$ cat src/rtl/clk_div_pkg.sv
// -----------------------------------------------------------------------------
// clk_div_pkg
//
// Shared constants and helpers for the clock divider bank.
//   CLK_DIV_DIV_W         default width of a half-period value
//   CLK_DIV_NCH           default number of divider channels
//   CLK_DIV_DEFAULT_HALF  half-period loaded at reset (80 MHz / 40 = 2 MHz)
//   clamp_half()          maps a half-period of 0 to 1; other values pass
// -----------------------------------------------------------------------------
package clk_div_pkg;

   localparam int CLK_DIV_DIV_W        = 8;
   localparam int CLK_DIV_NCH          = 4;
   localparam int CLK_DIV_DEFAULT_HALF = 20;

   // A half-period of 0 has no meaningful period, so it is treated as the
   // fastest legal setting (1 -> clk/2). Operates on a 32-bit container so it
   // can serve any DIV_W up to 32; callers cast to their own width.
   function automatic logic [31:0] clamp_half(input logic [31:0] value);
      return (value == 32'd0) ? 32'd1 : value;
   endfunction

endpackage

$ cat src/rtl/clk_div_chan.sv
// -----------------------------------------------------------------------------
// clk_div_chan
//
// One divider channel. Produces a 50 %-duty divided clock level and
// single-cycle strobes on its rising and falling edges. The half-period can be
// changed at runtime; while running, a new value is staged and only takes
// effect at a period boundary (the high->low toggle), so no runt phases occur.
//
// Ports:
//   clk          system clock, rising edge
//   rst          asynchronous active-high reset
//   en           run enable; when low the channel is parked low and loads
//                write the active half-period directly
//   sync         restart: parks the channel like en=0 for one cycle
//   half_period  new half-period value (0 is treated as 1)
//   load         write strobe for half_period
//   clk_out      divided clock level (registered)
//   rise_tick    high in the cycle clk_out becomes 1
//   fall_tick    high in the cycle clk_out becomes 0 via a count boundary
//   pend         a staged value is waiting for the next period boundary
// -----------------------------------------------------------------------------
module clk_div_chan
   import clk_div_pkg::*;
#(
   parameter int DIV_W        = CLK_DIV_DIV_W,
   parameter int DEFAULT_HALF = CLK_DIV_DEFAULT_HALF
) (
   input  logic             clk,
   input  logic             rst,
   input  logic             en,
   input  logic             sync,
   input  logic [DIV_W-1:0] half_period,
   input  logic             load,
   output logic             clk_out,
   output logic             rise_tick,
   output logic             fall_tick,
   output logic             pend
);

   localparam logic [DIV_W-1:0] RESET_HALF = DIV_W'(DEFAULT_HALF);

   logic [DIV_W-1:0] cur_q,   cur_d;
   logic [DIV_W-1:0] nxt_q,   nxt_d;
   logic [DIV_W-1:0] count_q, count_d;
   logic             pend_q,  pend_d;
   logic             clk_out_q,   clk_out_d;
   logic             rise_tick_q, rise_tick_d;
   logic             fall_tick_q, fall_tick_d;

   logic [DIV_W-1:0] load_val;
   logic             parked;
   logic             boundary;
   logic             period_boundary;

   always_comb begin
      load_val        = DIV_W'(clamp_half(32'(half_period)));
      // sync only matters while enabled; both cases park the channel the same way
      parked          = !en || sync;
      // cur is never 0, so cur-1 cannot wrap
      boundary        = (count_q == (cur_q - DIV_W'(1)));
      // only the high->low toggle closes a full period
      period_boundary = boundary && clk_out_q;

      cur_d       = cur_q;
      nxt_d       = nxt_q;
      pend_d      = pend_q;
      count_d     = count_q;
      clk_out_d   = clk_out_q;
      rise_tick_d = 1'b0;
      fall_tick_d = 1'b0;

      if (parked) begin
         // Parked: output held low without a fall strobe; any staged value is
         // applied now, and a load in this cycle overrides it.
         count_d   = '0;
         clk_out_d = 1'b0;
         if (load) begin
            cur_d  = load_val;
            pend_d = 1'b0;
         end else if (pend_q) begin
            cur_d  = nxt_q;
            pend_d = 1'b0;
         end
      end else begin
         if (boundary) begin
            count_d     = '0;
            clk_out_d   = !clk_out_q;
            rise_tick_d = !clk_out_q;
            fall_tick_d = clk_out_q;
         end else begin
            count_d = count_q + DIV_W'(1);
         end

         // The boundary consumes the value staged before this cycle; a load in
         // the same cycle then re-stages, keeping pend set.
         if (period_boundary && pend_q) begin
            cur_d  = nxt_q;
            pend_d = 1'b0;
         end
         if (load) begin
            nxt_d  = load_val;
            pend_d = 1'b1;
         end
      end
   end

   always_ff @(posedge clk or posedge rst) begin
      if (rst) begin
         cur_q       <= RESET_HALF;
         nxt_q       <= RESET_HALF;
         pend_q      <= 1'b0;
         count_q     <= '0;
         clk_out_q   <= 1'b0;
         rise_tick_q <= 1'b0;
         fall_tick_q <= 1'b0;
      end else begin
         cur_q       <= cur_d;
         nxt_q       <= nxt_d;
         pend_q      <= pend_d;
         count_q     <= count_d;
         clk_out_q   <= clk_out_d;
         rise_tick_q <= rise_tick_d;
         fall_tick_q <= fall_tick_d;
      end
   end

   assign clk_out   = clk_out_q;
   assign rise_tick = rise_tick_q;
   assign fall_tick = fall_tick_q;
   assign pend      = pend_q;

endmodule

$ cat src/rtl/clk_div_bank.sv
// -----------------------------------------------------------------------------
// clk_div_bank
//
// Bank of NCH independent clock dividers sharing en, sync and rst. Each
// channel has its own runtime-programmable half-period; channel i uses
// half_period[i*DIV_W +: DIV_W] and load[i]. Channels with equal half-periods
// started by the same en or sync edge stay cycle-aligned.
//
// Ports:
//   clk, rst     system clock / asynchronous active-high reset
//   en           global run enable
//   sync         synchronous restart of all channels
//   half_period  packed per-channel half-period values
//   load         per-channel write strobes
//   clk_out      divided clock levels
//   rise_tick    per-channel rising-edge strobes
//   fall_tick    per-channel falling-edge strobes
//   pend         per-channel staged-value flags
// -----------------------------------------------------------------------------
module clk_div_bank
   import clk_div_pkg::*;
#(
   parameter int NCH          = CLK_DIV_NCH,
   parameter int DIV_W        = CLK_DIV_DIV_W,
   parameter int DEFAULT_HALF = CLK_DIV_DEFAULT_HALF
) (
   input  logic                 clk,
   input  logic                 rst,
   input  logic                 en,
   input  logic                 sync,
   input  logic [NCH*DIV_W-1:0] half_period,
   input  logic [NCH-1:0]       load,
   output logic [NCH-1:0]       clk_out,
   output logic [NCH-1:0]       rise_tick,
   output logic [NCH-1:0]       fall_tick,
   output logic [NCH-1:0]       pend
);

   for (genvar i = 0; i < NCH; i++) begin : g_chan
      clk_div_chan #(
         .DIV_W        (DIV_W),
         .DEFAULT_HALF (DEFAULT_HALF)
      ) u_chan (
         .clk         (clk),
         .rst         (rst),
         .en          (en),
         .sync        (sync),
         .half_period (half_period[i*DIV_W +: DIV_W]),
         .load        (load[i]),
         .clk_out     (clk_out[i]),
         .rise_tick   (rise_tick[i]),
         .fall_tick   (fall_tick[i]),
         .pend        (pend[i])
      );
   end

endmodule

$ cat config.mk
export PLATFORM = sky130hd
export DESIGN_NAME = clk_div_bank
export DESIGN_NICKNAME = d
export VERILOG_FILES = /design/src/rtl/clk_div_pkg.sv /design/src/rtl/clk_div_chan.sv /design/src/rtl/clk_div_bank.sv
export SDC_FILE = /design/constraint.sdc
export NUM_CORES = 1
export LEC_CHECK = 0
export CORE_ASPECT_RATIO = 1.75
export CORE_MARGIN = 2
export CORE_UTILIZATION = 41
export CTS_CLUSTER_SIZE = 14
export DETAILED_ROUTE_END_ITERATION = 8
export GPL_TIMING_DRIVEN = 0
export PLACE_DENSITY = 0.66
export REMOVE_ABC_BUFFERS = 1
export SYNTH_ARGS = -nofsm -noshare
export SYNTH_HDL_FRONTEND = slang
export SYNTH_SLANG_ARGS = --single-unit
$ cat constraint.sdc
create_clock -name clk -period 4.8 [get_ports clk]
set_clock_uncertainty 0.15 [all_clocks]
set_input_delay 0.72 -clock clk [delete_from_list [all_inputs] [get_ports clk]]
set_output_delay 0.72 -clock clk [all_outputs]
set_load 0.02 [all_outputs]
==> summary.txt <==
Placement
  • GPL Wtd Cong: 0.828
  • Area after DPL: 0.00671 sq mm
  • Dpl hpwl: 9670 um
  • Dpl ws: 1090 ps
  • Cells after DPL: 818
  • PortBufs: 55

Global route
  • Global Route Usage Sum: 17.4%
  • Largest net degree at the start of global routing: 69
  • Number of global-route vias before repair: 4820
  • Initial antenna violation count: 0
  • First-pass GRT wire length: 22000 um
  • Grt ovf: 0

Drt
  • 1st-iter DRT viols: 157
  • Residual DRC count: 0
  • Via Count: 4695
  • DRT Wirelength: 13100 um
  • Routed len/inst: 15.7 um
  • Vias/cell: 5.63
  • Antenna-violating nets left: 0
  • DR pass1 iterations: 4

Finish
  • Final instance area: 0.00702 sq mm
  • # diodes: 0
  • Layout cells sized above 1: 12.3%
  • Reg area: 0.00282 sq mm
  • Area of the multi-input gates: 0.00301 sq mm
  • NumNets Final: 694
  • Final Non-Filler Cells: 834
  • Area grow syn2layout: 15.1%
  • Most common cell after layout, fill and taps aside: dfrtp_1
  • Commonest non-fill, non-tap cells in the layout: dfrtp_1 (96), nor2_1 (72), clkdlybuf4s50_1 (55)
  • Final-layout fill cell count: 1382

Power
  • Sequential power share: 49.6%
  • Psw: 637 uW
  • Peak VDD IR: 0.173 mV
  • Pwr dens: 331 mW/mm^2
  • Share of total power in combinational logic: 16.8%
  • P_int: 1.68 mW
  • Switching portion of total power: 27.4%
  • Clk network pwr share: 33.6%
  • Total power: 2.32 mW
  • Leakage: 2.89 nW

STA
  • Tmin final: 3160 ps
  • Max Clk Rate: 317 MHz
  • Max-slew violation total from the final report: 0
  • RSZ-0062 raised after global routing: no
  • Final setup violation count: 0
  • Tcrit/Tclk final: 65.8%
  • Slew HR: 34.8%
  • Worst Tran Pin Value: 978 ps
  • Hold slack: 338 ps
  • Final Hold Viols: 0
  • Fin worst setup slack: 1640 ps

Synth
  • Unique cell type count in the Yosys netlist: 59
  • Sequential fraction of the synthesis area: 46.3%
  • Post-synthesis area per instance: 9.93 sq um
  • Synthesized area: 0.00610 sq mm
  • Flops & latches, synth: 112
  • Post-synth EDFFs: 0
  • Synth Flop Type: dfrtp_1
  • Async set-reset flop share out of synthesis: 100%
  • Synth warn: 0
  • Synthesized instance count: 614

Worst setup path
  • CP required: 4880 ps
  • Critical path's top delay family: simple AND/OR/NAND/NOR gates
  • CP endpoint kind: flop
  • Worst EP arrival: 3230 ps
  • Critical path's slowest cell: nand2b_1
  • Worst Path Class, Setup: in2reg
  • Worst-path maximum fanout: 22
  • Type of origin of the critical path: input port
  • Count of buffer and inverter cells on the critical path: 1
  • Crit path cell chain: clkdlybuf4s50_1 > nand2b_1 > nand2_1 > nor2_1 > a21oi_1 > mux2_2
  • Slowest stage delay, CP: 760 ps

Clocking
  • Post-CTS Setup Inserts: 0
  • Hold Buf Count CTS: 0
  • Clk sink count: 112
  • Num CTS Buffers: 9
  • TritonCTS clock tree: built
  • Worst-Skew Late Latency: 350 ps
  • Worst-case clock buffer depth: 2
  • Post_cts resized: 0
  • H-tree levels: 3
  • Clk root buf: clkbuf_16
  • Clock Pin Slew Worst Setup and Hold Paths: 70 ps

Min path
  • Hold WC Path Type: reg2reg

Die
  • Row cnt: 59
  • Die X: 96.2 um
  • I/O pins: 56
  • Die Height: 165 um
  • Core ar.: 0.0147 sq mm
  • Die area: 0.0159 sq mm
  • Initial Utilization: 41.5%

Run status
  • Outcome: finished clean

Run
  • Max-cap check violation count: 0
==> cell usage after synthesis, drive strengths merged (2+ instances only) <==
library cell	instances	area [sq um]
ha	8	100
buf	20	144
nand4	3	18.8
xnor2	31	272
a31oi	14	87.6
o31ai	2	28.8
nand2b	6	37.5
or3	7	43.8
nand3b	2	15.0
o2111ai	2	17.5
and2	4	25.0
nand3	28	140
inv	19	71.3
dfrtp	96	2400
nand2	34	128
clkbuf	15	56.3
nor2	72	270
nor4	8	50.1
o211a	2	20.0
o22ai	14	87.6
o22a	2	17.5
dfstp	16	420
mux2	32	360
a21oi	22	110
o21ai	30	150
nor3	16	91.3
a22oi	8	60.1
a211oi	2	20.0
or2	4	25.0
nor2b	4	25.0
a2111oi	2	42.5
and3b	2	18.8
mux2i	18	180
and3	15	93.8
o21a	2	15.0
o211ai	6	45.0
xor2	30	263
o221ai	3	26.3
or4	3	26.3
==> path summary, 6_finish.rpt <==
path | startpoint | endpoint | slack (ps) | cells after the start
setup / recovery | sync | g_chan[0].u_chan.cur_q[6] | 1640 | 6
hold / removal | g_chan[3].u_chan.nxt_q[0] | g_chan[3].u_chan.nxt_q[0] | 340 | 2
setup reg to reg | g_chan[0].u_chan.cur_q[0] | g_chan[0].u_chan.cur_q[6] | 1730 | 6
hold reg to reg | g_chan[3].u_chan.nxt_q[0] | g_chan[3].u_chan.nxt_q[0] | 340 | 2
max in group asynchronous | rst | g_chan[1].u_chan.cur_q[2] | 3100 | 3
min in group asynchronous | rst | g_chan[3].u_chan.pend | 640 | 2
==> stage by stage <==
| step | TNS (ps) | util, % |
|---|---|---|
| 4_1_cts | 0 | 47.8 |
| 3_5_place_dp | 0 | 45.7 |
| 3_3_place_gp | -47980 | 45.5 |
| 5_1_grt | 0 | 47.8 |
| 2_1_floorplan | 0 | - |
| 6_report | 0 | 47.8 |
==> layout make-up <==
type | count | share of cell area (%)
Tap cell | 183 | 3.26
Multi-Input combinational cell | 448 | 42.8
Timing Repair Buffer | 56 | 8.23
Sequential cell | 112 | 40.2
Clock buffer | 12 | 3.65
Inverter | 19 | 1.05
Clock inverter | 4 | 0.749
==> power groups by stage <==
stage	sequential, mW	clock [mW]	combinational (mW)
2_1_floorplan	1.14	0	0.285
3_3_place_gp	1.16	0	0.371
3_5_place_dp	1.17	0	0.392
4_1_cts	1.15	0.797	0.393
5_1_grt	1.17	0.838	0.438
6_report	1.15	0.780	0.389
==> logic make-up after synthesis <==
| logic type | count (synthesis) | share of synthesized area [%] |
|---|---|---|
| xor+xnor | 61 | 8.76 |
| compound gates | 119 | 13.2 |
| flops | 112 | 46.3 |
| buf+inv | 54 | 4.45 |
| fa+ha+maj | 8 | 1.64 |
| simple gates | 210 | 16.8 |
| mux | 50 | 8.86 |
==> tightest hold or removal path, stage by stage, from the launching register on <==
cell and delay (ps):
dfrtp_1 350, nand2_1 40, o21ai_0 60
==> registers in the layout (all words and copies together) (netlist names) <==
register                 flops
g_chan.u_chan.cur_q         32
g_chan.u_chan.fall_tick      4
g_chan.u_chan.rise_tick      4
g_chan.u_chan.pend           4
g_chan.u_chan.clk_out        4
g_chan.u_chan.count_q       32
g_chan.u_chan.nxt_q         32
==> metal layers <==
layer  GRT usage, %  up-vias  wire length, um
li1               -     2229                -
met1           19.5     2337             5090
met2           31.6       93             7190
met3           1.95       36              321
met4           8.90        0              531
met5              0        -                0
(Power assumes the default switching activity.)
==> patch 1, RTL diff (config.mk and constraints unchanged) <==
The package constant `CLK_DIV_NCH` goes from 4 to 3.
--- a/src/rtl/clk_div_pkg.sv
+++ b/src/rtl/clk_div_pkg.sv
@@ -11,5 +11,5 @@
 
    localparam int CLK_DIV_DIV_W        = 8;
-   localparam int CLK_DIV_NCH          = 4;
+   localparam int CLK_DIV_NCH          = 3;
    localparam int CLK_DIV_DEFAULT_HALF = 20;
 
Ports: changed (6 resized); port bits go from 56 to 43. No check against the original RTL was run, so the function may have changed too.
==> patch 1 against the original RTL <==
  * Design area shrank 21%
  * Global-route usage shrank 0.31 points
  * Maximum frequency shrank 9.5%
  * Sequential cell count shrank 28
  * Largest power group unchanged
  * Die area shrank 22%
  * Routed wire length shrank 22%
  * Worst setup slack lost 330 ps
  * Synthesized area shrank 23%
  * Utilization grew 1.7 points
  * Total power shrank 9.9%
==> patch 1: results (changes against the original RTL) <==
[power]
power.switching_uw=549.8  ; -14%
p_leak_uw=0.002235  ; -23%
ir_worst_vdd_mv=0.2127  ; +23%

[timing]
hold_viol_final=0  ; unchanged
tightest_slew_ps=1205  ; +226.6 ps

[critical_path]
worstPathMaxFanout=35  ; +59%
slowest_delay_ps=920  ; +160 ps
crit_family=simple AND/OR/NAND/NOR gates
cp_data_arrival_time_ps=3620  ; +390 ps
slowest_stage=nand2b_1

[layout]
fill_cells=1035  ; -25%
finalNetCount=534  ; -23%
fin_util_pct=49.46  ; +1.7 points
antennaDiodeCount=0  ; unchanged
reg_top3=g_chan.u_chan.count_q (24), g_chan.u_chan.cur_q (24), g_chan.u_chan.nxt_q (24)
layout-drive-gt1-share_pct=12.35  ; +0.062 points

[place]
port_buffers=42  ; -24%
dp_hpwl_um=7401  ; -24%
gp_congestion=0.8673  ; +4.7%
numPlacedInstances=618  ; -24%
place_area_um2=5165  ; -23%

[clock_tree]
cts_max_level=3  ; unchanged
clkSlewWorstSetupHoldPaths_ps=60
post_cts_buffers=0  ; unchanged
root_buffer=clkbuf_16
cts_resized=0  ; unchanged
cts_buffers=9  ; unchanged
cts.path.max_buffers=2  ; unchanged
clk_latency_ps=350  ; about the same

[grt]
antenna_found_initial=0  ; unchanged
grtUsageTotal_pct=17.07  ; -0.31 points
grt_max_degree=60  ; -13%
grt_pass1_wl_um=17130  ; -22%

[synth]
synth-seq-area-share_pct=45.07  ; -1.2 points
synth_common_cells=72 x dfrtp_1, 40 x nand3_1, 37 x nor2_1
synth.area.top_cells=dfrtp_1 38%, dfstp_2 6.7%, mux2_2 5.0%
yosys_warnings=0  ; unchanged
synthCells=472  ; -23%
synth.distinct_cells=60  ; +1.7%
synthArstFlopShare_pct=100.0  ; unchanged

[min_path]
hold_path_class=reg -> reg

[detailed_routing]
wl_per_cell_um=16.15  ; +2.6%
vias=3667  ; -22%
wl_um=10240  ; -22%
dr.pass1.iters=4  ; unchanged
drtIter0Drc=123  ; -22%

[outcome]
status=finished clean

## patch 1: cell types whose count changed in the layout (fill, tap and decap cells not counted), moves of 13 or more
cell,delta
clkdlybuf4s50_1,-13
dfrtp_1,-24
mux2i_1,-17
nand2_1,-18
nor2_1,-35
## patch 1: per-stage QoR
stage / power, µW / setup slack, ps
2_1_floorplan: 1140 / 1612
3_3_place_gp: 1233 / 422.3
3_5_place_dp: 1259 / 966.5
4_1_cts: 2112 / 1321
5_1_grt: 2182 / 992.9
6_report: 2090 / 1313
## patch 1: kinds of logic after synthesis
group | count (synthesis) | synth area share (%)
AND/OR/NAND/NOR | 174 | 20.03
AO/OA/AOI/OAI | 94 | 14.70
flip-flops | 84 | 45.07
XOR/XNOR | 46 | 8.578
buffers and inverters | 46 | 4.768
multiplexers | 22 | 5.248
adder cells (fa/ha/maj) | 6 | 1.598
## patch 1: worst paths after layout
| path | start | end | slack (ps) | depth (start not counted) |
|---|---|---|---|---|
| worst max-delay path | sync | g_chan[1].u_chan.cur_q[1] | 1310 | 7 |
| worst min-delay path | g_chan[1].u_chan.nxt_q[0] | g_chan[1].u_chan.nxt_q[0] | 350 | 2 |
| worst max register to register | g_chan[0].u_chan.cur_q[0] | g_chan[0].u_chan.cur_q[0] | 1870 | 8 |
| worst min register to register | g_chan[1].u_chan.nxt_q[0] | g_chan[1].u_chan.nxt_q[0] | 350 | 2 |
| max in group asynchronous | rst | g_chan[0].u_chan.cur_q[4] | 3300 | 3 |
| min in group asynchronous | rst | g_chan[2].u_chan.nxt_q[1] | 550 | 2 |
## patch 1: cell type report
class | count | share of cell area (%)
Clock buffer | 11 | 4.214
Clock inverter | 5 | 2.266
Inverter | 16 | 1.133
Multi-Input combinational cell | 342 | 42.75
Sequential cell | 84 | 38.33
Tap cell | 132 | 2.990
Timing Repair Buffer | 44 | 8.314
## patch 1: routing by layer
| layer | global-route usage [%] | routed length [µm] |
|---|---|---|
| met2 | 30.91 | 5434 |
| met1 | 17.99 | 4065 |
| met4 | 9.365 | 335 |
| met5 | 0 | 0 |
| met3 | 3.573 | 407 |
## patch 1: tightest hold or removal path: cells and delay by family (launching register included)
family             cells  cell delay [ps]
DFF                    1              350
and+or+nand+nor        1               50
AOI/OAI and AO/OA      1               60
## patch 1: power by group through the flow
stage / sequential [µW] / combinational [µW] / clock, µW
after global routing: 899 / 397 / 886
after floorplan: 877 / 263 / 0
after global placement: 894 / 339 / 0
after CTS: 887 / 362 / 862
after detailed placement: 899 / 360 / 0
final: 889 / 360 / 841
==> patch 2, RTL diff (config.mk and constraints unchanged) <==
Made on the original files. Add an input register stage for `en`, `sync`, `half_period` and `load`; this delays them by one clock. Comments in the files are not updated.
--- a/src/rtl/clk_div_bank.sv
+++ b/src/rtl/clk_div_bank.sv
@@ -37,4 +37,16 @@
 );
 
+   logic en_q;
+   logic sync_q;
+   logic [NCH*DIV_W-1:0] half_period_q;
+   logic [NCH-1:0] load_q;
+
+   always_ff @(posedge clk) begin
+       en_q          <= en;
+       sync_q        <= sync;
+       half_period_q <= half_period;
+       load_q        <= load;
+   end
+
    for (genvar i = 0; i < NCH; i++) begin : g_chan
       clk_div_chan #(
@@ -44,8 +56,8 @@
          .clk         (clk),
          .rst         (rst),
-         .en          (en),
-         .sync        (sync),
-         .half_period (half_period[i*DIV_W +: DIV_W]),
-         .load        (load[i]),
+         .en          (en_q),
+         .sync        (sync_q),
+         .half_period (half_period_q[i*DIV_W +: DIV_W]),
+         .load        (load_q[i]),
          .clk_out     (clk_out[i]),
          .rise_tick   (rise_tick[i]),
Check against the original RTL: not equivalent (Yosys sat finds a counterexample within 4 cycles, from zero or initial values and one cycle with rst high).
==> patch 2 against the original RTL <==
  * Worst hold slack got worse by 1.4 ps
  * First-iteration DRC count grew 87%
  * Largest cell class is now registers
  * Largest power group unchanged
  * Die area up 17%
  * Synthesized area up 18%
  * Highest routed layer unchanged
  * Combinational power up 12%
  * Critical path depth up 3
  * Via count increased by 18%
  * Sequential cell count grew 38
  * Design area grew 21%
  * Total power up 42%
  * Routed wire length rose by 22%
  * Worst setup slack lost 62 ps
==> patch 2: results (changes against the original RTL) <==
[synth]
synth-seq-area-share_pct=49.84  ; +3.6 points
synth.distinct_cells=65  ; +10%
yosys_warnings=0  ; unchanged
synth_area_per_cell_um2=10.13  ; +1.9%
synth-compound-area-share_pct=14.79  ; +1.6 points
synthMuxAreaShare_pct=6.700  ; -2.2 points
synthArstFlopShare_pct=74.67  ; -25 points
synth_common_cells=96 x dfrtp_1, 78 x nor2_1, 38 x dfxtp_1
synthXorXnorAreaFrac_pct=7.066  ; -1.7 points
synthAdderAreaFrac_pct=1.392  ; -0.25 points
ys.flop_type=dfrtp_1
synth.area.top_cells=dfrtp_1 33%, dfxtp_1 11%, dfstp_2 5.8%

[outcome]
status=finished clean

[power]
p_leak_uw=0.003390  ; +17%
ir_worst_vdd_mv=0.2184  ; +27%
p_int_uw=2422  ; +44%
seq_power_uw=1530  ; +33%
power_clock_uw=1330  ; +71%
clockPowerShare_pct=40.4  ; +6.8 points

[detailed_routing]
drtIter0Drc=293  ; +87%
wl_per_cell_um=16.21  ; +2.9%
vias=5540  ; +18%
wl_met3_um=727  ; +130%
top_layer_used=met4
dr.pass1.iters=5  ; +1
drt-vias-per-instance=5.596  ; -0.60%
m1WireLength_um=6121  ; +20%
dr_wl_met2_um=8695  ; +21%

[critical_path]
slowest_delay_ps=540  ; -220 ps
worstPathMaxFanout=12  ; -45%
cp-start-kind=register
slowest_stage=o211ai_1
cp_data_arrival_time_ps=3380  ; +150 ps

[place]
gp_congestion=0.8386  ; +1.2%
place_area_um2=7854  ; +17%
dp_hpwl_um=11300  ; +17%
post-place-ws_ps=1117  ; +28.60 ps
numPlacedInstances=956  ; +17%

[timing]
relSlewSlack_pct=39.11  ; +4.3 points

[layout]
layout-drive-gt1-share_pct=12.52  ; +0.23 points
finalNetCount=794  ; +14%

[grt]
grt_pass1_vias=5670  ; +18%
grt_max_degree=65  ; -5.8%
use_met3_pct=3.926  ; +2.0 points
grtUsageTotal_pct=17.69  ; +0.30 points
met1_usage_pct=18.67  ; -0.80 points
grtUsageMet2_pct=32.59  ; +1.0 points
grt_pass1_wl_um=26610  ; +21%

[clock_tree]
cts_max_level=4  ; +1
cts_buffers=17  ; +8
clk_latency_ps=420  ; +70 ps

-- patch 2: cell count changes in the layout (fill, tap and decap cells not counted), sizes merged, moves of 10 or more --
cell    change
o21ai      -11
a31oi      -11
clkbuf     +12
inv        +10
a211oi     +16
dfxtp      +38
a21oi      +11
-- patch 2: area by class of cell --
type / count / area [µm²]
timing repair buffer: 59 / 608.1
multi-input combinational: 491 / 3287
tap: 231 / 289.0
sequential: 150 / 3583
fill: 1601 / 8827
inverter: 27 / 103.9
clock inverter: 8 / 83.83
clock buffer: 24 / 514.2
-- patch 2: worst paths after layout --
path,endpoint,slack (ps),cells past startpoint
hold / removal,g_chan[3].u_chan.nxt_q[0],340,2
min in group asynchronous,g_chan[0].u_chan.clk_out,660,2
setup / recovery,g_chan[0].u_chan.cur_q[0],1580,9
setup reg to reg,g_chan[0].u_chan.cur_q[0],1580,9
hold reg to reg,g_chan[3].u_chan.nxt_q[0],340,2
max in group asynchronous,g_chan[1].u_chan.nxt_q[2],3060,3
